## src/rtl/mux_arbiter_2to1_pkg.sv

```systemverilog
// ============================================================================
// Module : mux_arbiter_2to1_pkg
// Brief  : Shared state encodings and sizing helper for the 2:1 mux arbiter.
// Rev    : 1.0  initial release
// ============================================================================
`default_nettype none

package mux_arbiter_2to1_pkg;

  typedef enum logic [1:0] {
    ARB_IDLE = 2'b00,
    ARB_OWN0 = 2'b01,
    ARB_OWN1 = 2'b10
  } arb_state_t;

  // Tenure counter width; a single-beat tenure still needs one bit.
  function automatic int cnt_width(input int max_hold);
    return (max_hold > 1) ? $clog2(max_hold) : 1;
  endfunction

endpackage

`default_nettype wire

```

## src/rtl/mux_arbiter_2to1_datapath.sv

```systemverilog
// ============================================================================
// Module : mux2_datapath
// Brief  : Combinational WIDTH-bit 2:1 select mux (S=0 -> I0, S=1 -> I1).
// Rev    : 1.0  initial release
// ============================================================================
`default_nettype none

module mux2_datapath #(
  parameter int WIDTH = 1
) (
  input  logic             S,
  input  logic [WIDTH-1:0] I0,
  input  logic [WIDTH-1:0] I1,
  output logic [WIDTH-1:0] out
);

  assign out = S ? I1 : I0;

endmodule

`default_nettype wire

```

## src/rtl/mux_arbiter_2to1.sv

```systemverilog
// ============================================================================
// Module : mux_arbiter_2to1
// Brief  : Round-robin arbiter driving a 2:1 mux select, with a registered
//          valid/ready output stage. Define ARB_TAP_EN to add the tap port.
// Rev    : 1.0  initial release
// ============================================================================
`default_nettype none

module mux_arbiter_2to1
  import mux_arbiter_2to1_pkg::*;
#(
  parameter int WIDTH    = 1,
  parameter int MAX_HOLD = 4
) (
  input  logic             clk,
  input  logic             rst_n,
  input  logic             req0,
  input  logic             req1,
  input  logic [WIDTH-1:0] d0,
  input  logic [WIDTH-1:0] d1,
  output logic             gnt0,
  output logic             gnt1,
  output logic             sel,
  output logic             out_valid,
  output logic [WIDTH-1:0] out_data,
  input  logic             out_ready,
  output logic             busy
`ifdef ARB_TAP_EN
  ,
  output logic [8:0]       tap
`endif
);

  localparam int CNT_W = cnt_width(MAX_HOLD);
  localparam logic [CNT_W-1:0] c_cnt_max = CNT_W'(MAX_HOLD - 1);
  localparam logic [CNT_W-1:0] c_cnt_one = CNT_W'(1);

  arb_state_t       r_state;
  arb_state_t       w_state_nxt;
  arb_state_t       w_oth_state;
  logic             r_last;
  logic             w_last_nxt;
  logic [CNT_W-1:0] r_cnt;
  logic [CNT_W-1:0] w_cnt_nxt;
  logic             r_sel;
  logic             r_out_valid;
  logic [WIDTH-1:0] r_out_data;
  logic [WIDTH-1:0] w_mux;
  logic             w_own0;
  logic             w_own1;
  logic             w_req_own;
  logic             w_req_oth;
  logic             w_load;

  assign w_own0      = (r_state == ARB_OWN0);
  assign w_own1      = (r_state == ARB_OWN1);
  assign w_req_own   = w_own0 ? req0 : req1;
  assign w_req_oth   = w_own0 ? req1 : req0;
  assign w_oth_state = w_own0 ? ARB_OWN1 : ARB_OWN0;
  assign w_load      = ((w_own0 & req0) | (w_own1 & req1)) & (~r_out_valid | out_ready);

  mux2_datapath #(.WIDTH(WIDTH)) u_mux (
    .S  (r_sel),
    .I0 (d0),
    .I1 (d1),
    .out(w_mux)
  );

  always_ff @(posedge clk or negedge rst_n) begin
    if (!rst_n) begin
      r_state <= ARB_IDLE;
    end else begin
      r_state <= w_state_nxt;
    end
  end

  always_comb begin
    w_state_nxt = r_state;
    w_cnt_nxt   = r_cnt;
    w_last_nxt  = r_last;
    case (r_state)
      ARB_IDLE: begin
        w_cnt_nxt = '0;
        if (req0 && (!req1 || r_last)) begin
          w_state_nxt = ARB_OWN0;
        end else if (req1) begin
          w_state_nxt = ARB_OWN1;
        end
      end
      ARB_OWN0, ARB_OWN1: begin
        if (!w_req_own) begin
          // Owner withdrew: hand over after a bubble cycle with no grant.
          w_state_nxt = w_req_oth ? w_oth_state : ARB_IDLE;
          w_cnt_nxt   = '0;
          w_last_nxt  = w_own1;
        end else if (w_load) begin
          if (w_req_oth && (r_cnt == c_cnt_max)) begin
            w_state_nxt = w_oth_state;
            w_cnt_nxt   = '0;
            w_last_nxt  = w_own1;
          end else if (r_cnt != c_cnt_max) begin
            w_cnt_nxt = r_cnt + c_cnt_one;
          end
        end
      end
      default: begin
        w_state_nxt = ARB_IDLE;
        w_cnt_nxt   = '0;
      end
    endcase
  end

  always_ff @(posedge clk or negedge rst_n) begin
    if (!rst_n) begin
      r_last      <= 1'b1;
      r_cnt       <= '0;
      r_sel       <= 1'b0;
      r_out_valid <= 1'b0;
      r_out_data  <= '0;
    end else begin
      r_last <= w_last_nxt;
      r_cnt  <= w_cnt_nxt;
      // Select tracks the owner and keeps its last value through IDLE.
      if (w_state_nxt == ARB_OWN1) begin
        r_sel <= 1'b1;
      end else if (w_state_nxt == ARB_OWN0) begin
        r_sel <= 1'b0;
      end
      if (w_load) begin
        r_out_valid <= 1'b1;
        r_out_data  <= w_mux;
      end else if (out_ready) begin
        r_out_valid <= 1'b0;
      end
    end
  end

  assign gnt0      = w_load & w_own0;
  assign gnt1      = w_load & w_own1;
  assign sel       = r_sel;
  assign out_valid = r_out_valid;
  assign out_data  = r_out_data;
  assign busy      = (r_state != ARB_IDLE);

`ifdef ARB_TAP_EN
  assign tap = {r_state, out_ready, r_out_valid, gnt1, gnt0, r_sel, req1, req0};
`endif

endmodule

`default_nettype wire

```

## config.mk

```make
export PLATFORM = sky130hd
export DESIGN_NAME = mux_arbiter_2to1
export DESIGN_NICKNAME = d
export VERILOG_FILES = /design/src/rtl/mux_arbiter_2to1_pkg.sv /design/src/rtl/mux_arbiter_2to1_datapath.sv /design/src/rtl/mux_arbiter_2to1.sv
export SDC_FILE = /design/constraint.sdc
export NUM_CORES = 1
export LEC_CHECK = 0
export CORE_MARGIN = 8
export CORE_UTILIZATION = 43
export CTS_BUF_LIST = sky130_fd_sc_hd__clkbuf_16
export DETAILED_ROUTE_END_ITERATION = 12
export PLACE_DENSITY = 0.7
export SYNTH_ARGS = -nofsm -noshare
export SYNTH_HDL_FRONTEND = slang
export SYNTH_SLANG_ARGS = --single-unit
export TNS_END_PERCENT = 100
```

## constraint.sdc

```tcl
create_clock -name clk -period 2.58 [get_ports clk]
set_input_delay 0.516 -clock clk [delete_from_list [all_inputs] [get_ports clk]]
set_output_delay 0.516 -clock clk [all_outputs]
set_load 0.03 [all_outputs]
```

# == After elaboration in Yosys (flattened, before gate mapping) ==
# Index checks and enable logic that the tools add are counted.
# classes
n_reduce_logical,11
muxes,23
n_bitwise,8
eq_ne,10
addsub,1
# op_table
operator,count
2-bit 2-to-1 mux,12
1-bit 2-to-1 mux,10
"2-bit == test, second input constant",3
2-bit nonzero test,3
1-bit AND,5
"2-bit by 1-bit == test with 1-bit output, second input constant",2
"2-bit by 1-bit != test with 1-bit output, second input constant",2
"4-bit != test, second input constant",1
2-bit case mux with 2 select lines,1
"3-bit != test, second input constant",1
3-bit AND reduction,1
"2-bit by 1-bit adder with 2-bit output, second input constant",1
1-bit logical AND,2
2-bit zero test,1
"2-bit != test, second input constant",1
1-bit bitwise OR,2
2-bit AND reduction,1
2-bit OR reduction,1
1-bit zero test,1
1-bit logical OR,1
1-bit inverter,1
# word_totals
out_inout_bits,6
in_bits,7
reg_bits,8

# == Depth between registers and ports, before layout ==
# depth
ltp_word,10
mapped_depth,8

# == Hierarchy ==
# From an unflattened synthesis, not the netlist that was laid out.
# unflattened
cells_unflattened,69
hier_area_um2,651.9
# modules_own_cells
mod,instances,seq_area_each_um2,cells_per_inst,area_each_um2
mux_arbiter_2to1,1,201.4,68,636.9
mux2_datapath,1,0.0,1,15.0

# == Worst setup path before layout ==
# No wires, ideal clock.
# synth_timing
path_type,register -> register
from,register r_state[1]
to,"register r_sel, in the netlist sel"
path_stages_with_launch,9
required_ps,2455
n_path_buf,0
arrival_time_ps,2269
path_slack_ps,187
synth_period_minus_slack_ps,2393
path_cell_list,dfrtp_1 > inv_1 > ha_1 > a22oi_2 > nor4b_4 > mux2_2 > o21a_1 > ha_1 > mux2_2
# synth_via
elab_chain_len,9
elab_cells_between_ends,23
# synth_rtl
element,line,text
from (decl),mux_arbiter_2to1.sv:38,arb_state_t r_state;
from (signal assigned),mux_arbiter_2to1.sv:73,r_state <= w_state_nxt;
2-bit by 1-bit == test with 1-bit output / 2-bit == test (equally long branches),"mux_arbiter_2to1.sv:55, mux_arbiter_2to1.sv:81, mux_arbiter_2to1.sv:56",
1-bit AND / 1-bit 2-to-1 mux (equally long branches),"mux_arbiter_2to1.sv:60, mux_arbiter_2to1.sv:58",
1-bit bitwise OR / 1-bit logical AND (equally long branches),"mux_arbiter_2to1.sv:60, mux_arbiter_2to1.sv:97",
1-bit AND / 2-bit 2-to-1 mux (equally long branches),"mux_arbiter_2to1.sv:60, mux_arbiter_2to1.sv:97",
2-bit 2-to-1 mux,mux_arbiter_2to1.sv:96,end else if (w_load) begin
2-bit 2-to-1 mux,mux_arbiter_2to1.sv:91,if (!w_req_own) begin
2-bit case mux with 2 select lines (*),mux_arbiter_2to1.sv:81,case (r_state)
2-bit == test / 2-bit by 1-bit == test with 1-bit output (equally long branches),"mux_arbiter_2to1.sv:124, mux_arbiter_2to1.sv:126",
1-bit 2-to-1 mux / 2-bit nonzero test (equally long branches),-,
to (signal assigned),mux_arbiter_2to1.sv:117,r_sel <= 1'b0;
to (signal assigned),mux_arbiter_2to1.sv:125,r_sel <= 1'b1;
to (signal assigned),mux_arbiter_2to1.sv:127,r_sel <= 1'b0;
to (decl),mux_arbiter_2to1.sv:45,logic r_sel;
# Every way passes the cells marked *; elsewhere a longest branch is shown, timed or not.
# A chain may end at the register's enable or synchronous reset.

# == Final worst setup path ==
# layout_timing
from,input port req0
to,"register r_sel, in the netlist sel"
# layout_via
elab_chain_len,8
elab_cells_between_ends,17
# layout_rtl
element,line,text
from (decl),mux_arbiter_2to1.sv:17,"input logic req0,"
1-bit AND / 1-bit 2-to-1 mux (equally long branches),"mux_arbiter_2to1.sv:60, mux_arbiter_2to1.sv:58",
1-bit bitwise OR / 1-bit logical AND (equally long branches),"mux_arbiter_2to1.sv:60, mux_arbiter_2to1.sv:97",
1-bit AND / 2-bit 2-to-1 mux (equally long branches),"mux_arbiter_2to1.sv:60, mux_arbiter_2to1.sv:97",
2-bit 2-to-1 mux,mux_arbiter_2to1.sv:96,
2-bit 2-to-1 mux,mux_arbiter_2to1.sv:91,
2-bit case mux with 2 select lines (*),mux_arbiter_2to1.sv:81,
2-bit == test / 2-bit by 1-bit == test with 1-bit output (equally long branches),"mux_arbiter_2to1.sv:124, mux_arbiter_2to1.sv:126",
1-bit 2-to-1 mux / 2-bit nonzero test (equally long branches),-,
# Marks and branches as above.

==> results by group <==
Run status
  – Status: finished clean

STA
  – Maximum clock rate: 398 MHz
  – Final hold vios: 0
  – Worst Max-Slew Pin Slew: approximately 0.38 ns
  – Final period util: 0.973
  – Slew headroom: 0.746
  – Setup TNS: 0 ns
  – Final hold slack: around 0.54 ns
  – Final Max Slew Viols: 0
  – Minimum clock period: ~2.5 ns
  – Clock skew: ~0.0016 ns
  – Setup-failing EPs final: 0

Global route
  – Total grt overflow: 0
  – Met1 GRT Util: 0.131
  – Met2 layer usage reported by global route: 0.154
  – Largest net degree at the start of global routing: 9
  – Vias in the first global route: about 550
  – Met3 Use GR: 0.0275
  – GRT Overall Usage: 0.104
  – GRT busiest layer: met2
  – Initial antenna violation count: 0
  – First-pass GRT wire length: between 2000 and 2500 µm

Synth
  – Compound-Gate Fraction of Synth Area: 0.155
  – Synth warnings: 0
  – Yosys top cell by area: dfrtp_1
  – Synthesized instance count: between 60 and 70
  – Synth Area in Simple Gates: 0.204
  – Main combinational cell family by area after synthesis: simple AND/OR/NAND/NOR gates
  – Mean Syn Cell Area: 9.87 µm²
  – Synth top area share: 0.286
  – Fraction of the mapped netlist area in adder cells: 0.143
  – Net count after synthesis: 76
  – Mux share of post-synthesis cell area: 0.137
  – Post-Synth XOR/XNOR Area: 0
  – Top cells by area, synth: dfrtp_1 (29%), ha_1 (14%), mux2i_1 (8.2%)
  – Distinct cells, synth: 24
  – Yosys reg bits: 8
  – Netlist Area Pre-Place: 612 µm²
  – Register area share after synthesis: 0.329

Finish
  – Fin cells: roughly 100
  – Commonest non-fill, non-tap cell in the layout: buf_4
  – Share of cells above drive strength 1: 0.264
  – Ant diodes: 0
  – Post-layout nets: about 100
  – Area Overhead vs Synth: 47.4%
  – Final instance area: approximately 900 µm²
  – Highest-count cells in the layout ignoring fill and taps: buf_4 (11), clkdlybuf4s50_1 (10), dfrtp_1 (7)

Place
  – Detail Placement HPWL: about 1100 µm
  – Placed Instances: 98
  – Placed Instance Area: 813 µm²
  – Port bufs: 12
  – Gpl congestion: around 0.74

Critical path
  – Critical Path RT: between 2 and 3 ns
  – Crit path from: req0
  – Crit end category: register
  – Data arrival, critical path: between 2 and 3 ns
  – Max incr delay on CP: roughly 0.54 ns
  – Startpoint types: input pin
  – Crit Path Max Fanout: 3
  – R2r setup slk: between 0.1 and 0.15 ns
  – Worst R2R Path Depth: 8
  – Worst r2r dst: sel$_DFFE_PN0P_
  – Critical-path cell list: clkdlybuf4s50_1, a22oi_2, nor4b_4, mux2_2, o21a_1, ha_1, mux2_2
  – CP max-delay cell: clkdlybuf4s50_1
  – Worst r2r src: r_state[1]$_DFF_PN0_
  – Worst path most repeated cell: mux2_2
  – Kind of critical path: in2reg

Die
  – Die H: ~54 µm
  – Starting Density: 0.464
  – Site row count: 13
  – Core Box Area: between 0.001 and 0.0015 mm²
  – Die W: 53.7 µm
  – I/O pin count: 13
  – Die area: ~0.0029 mm²

Clocking
  – Worst-Skew Late Latency: between 0.2 and 0.25 ns
  – Clk buf depth: 2
  – CTS tree: yes
  – Cts hold-fix bufs: 0
  – CTS H-Tree Depth: 1
  – CTS sink cnt: 8
  – Root Buffer: clkbuf_16
  – TritonCTS Buffers: 3
  – Clk slew on worst S/H paths: 0.04 ns

Drt
  – Routed Antenna Nets: 0
  – Vias per Instance: between 4 and 5
  – DR WL/cell: about 13 µm
  – Detailed-route via count: between 400 and 500
  – Final Routed Wirelength: around 1300 µm
  – 1st-pass router iterations: 4
  – Drt first-iter violations: 6
  – Drc violations: 0

Min path
  – Hold Crit Endpoint: out_data$_DFFE_PN0N_
  – Hold Crit Class: reg2reg
  – Min-delay src: out_data$_DFFE_PN0N_
  – WHS Path Cells: 2

Pwr
  – Power density cells: about 1200 mW/mm²
  – Final Power: about 1.1 mW
  – P_leak: just over 0.4 nW
  – Max IR drop VDD: slightly below 0.0007 V

Job
  – Max_cap viols: 0
-- metrics by stage --
stage | setup WS (ns) | util
2_1_floorplan | 0.187 | -
3_3_place_gp | -0.135 | 0.617
3_5_place_dp | -0.138 | 0.617
4_1_cts | 0.0912 | 0.677
5_1_grt | -0.0251 | 0.685
6_report | 0.0687 | 0.685
-- what timing repair did --
action	4_1_cts	5_1_grt
setup endpoints to repair	0	1
resized for setup	0	3
buffers inserted	0	0
endpoints found under the hold margin	0	0
-- kinds of logic (layout without fill, tap and decap cells) --
group | after synthesis | in the layout
flops | 8 | 8
buf+inv | 5 | 30
compound gates | 14 | 14
fa+ha+maj | 7 | 7
mux | 8 | 8
simple gates | 20 | 20
-- cells in the mapped netlist, drive strengths merged --
master and instances:
a22oi 3, o21a 1, nand2 2, or2b 1, mux2 3, ha 7, nand2b 3, or3 1
nand3b 1, inv 5, nor2b 3, and2 2, nor2 6, dfstp 1, nor4b 1, a21oi 3
a211oi 2, o21ai 5, mux2i 5, dfrtp 7
-- report_power, final --
part / leakage, nW / internal (mW) / total, mW / switching [mW]
sequential: 0.100 / 0.176 / 0.218 / 0.0420
clock: 0.0423 / 0.202 / 0.260 / 0.0586
combinational: 0.270 / 0.284 / 0.580 / 0.296
total: 0.412 / 0.662 / 1.06 / 0.397
-- metal layers --
metal / vias to the layer above / routed length, µm
met5: - / 0
met3: 2 / 81
met1: 220 / 625
li1: 265 / -
met4: 0 / 15
met2: 11 / 626
-- critical path, delay by kind of cell --
family	cells	cell delay, ns
AOI/OAI and AO/OA	2	0.30
buffers and inverters	1	0.54
and+or+nand+nor	1	0.30
adders and majority gates	1	0.27
muxes	2	0.70
-- area by class of cell --
cell class	count	area [µm²]
Timing Repair Buffer	21	183
Multi-Input combinational cell	49	402
Clock buffer	3	75.1
Inverter	5	18.8
Clock inverter	1	3.75
Tap cell	15	18.8
Fill cell	125	415
Sequential cell	8	201
-- state kept, by name, summed over array words and instances (netlist names) --
signal     count
r_cnt          2
r_state        2
out_data       1
out_valid      1
r_last         1
sel            1
-- how the worst max path moves through the flow --
stage	slack, ns	cells after the start	end
2_1_floorplan	0.19	8	sel$_DFFE_PN0P_
3_3_place_gp	-0.14	7	sel$_DFFE_PN0P_
3_5_place_dp	-0.14	7	sel$_DFFE_PN0P_
4_1_cts	0.09	7	sel$_DFFE_PN0P_
5_1_grt	-0.03	7	sel$_DFFE_PN0P_
6_report	0.07	7	sel$_DFFE_PN0P_
(Power assumes the default switching activity.)
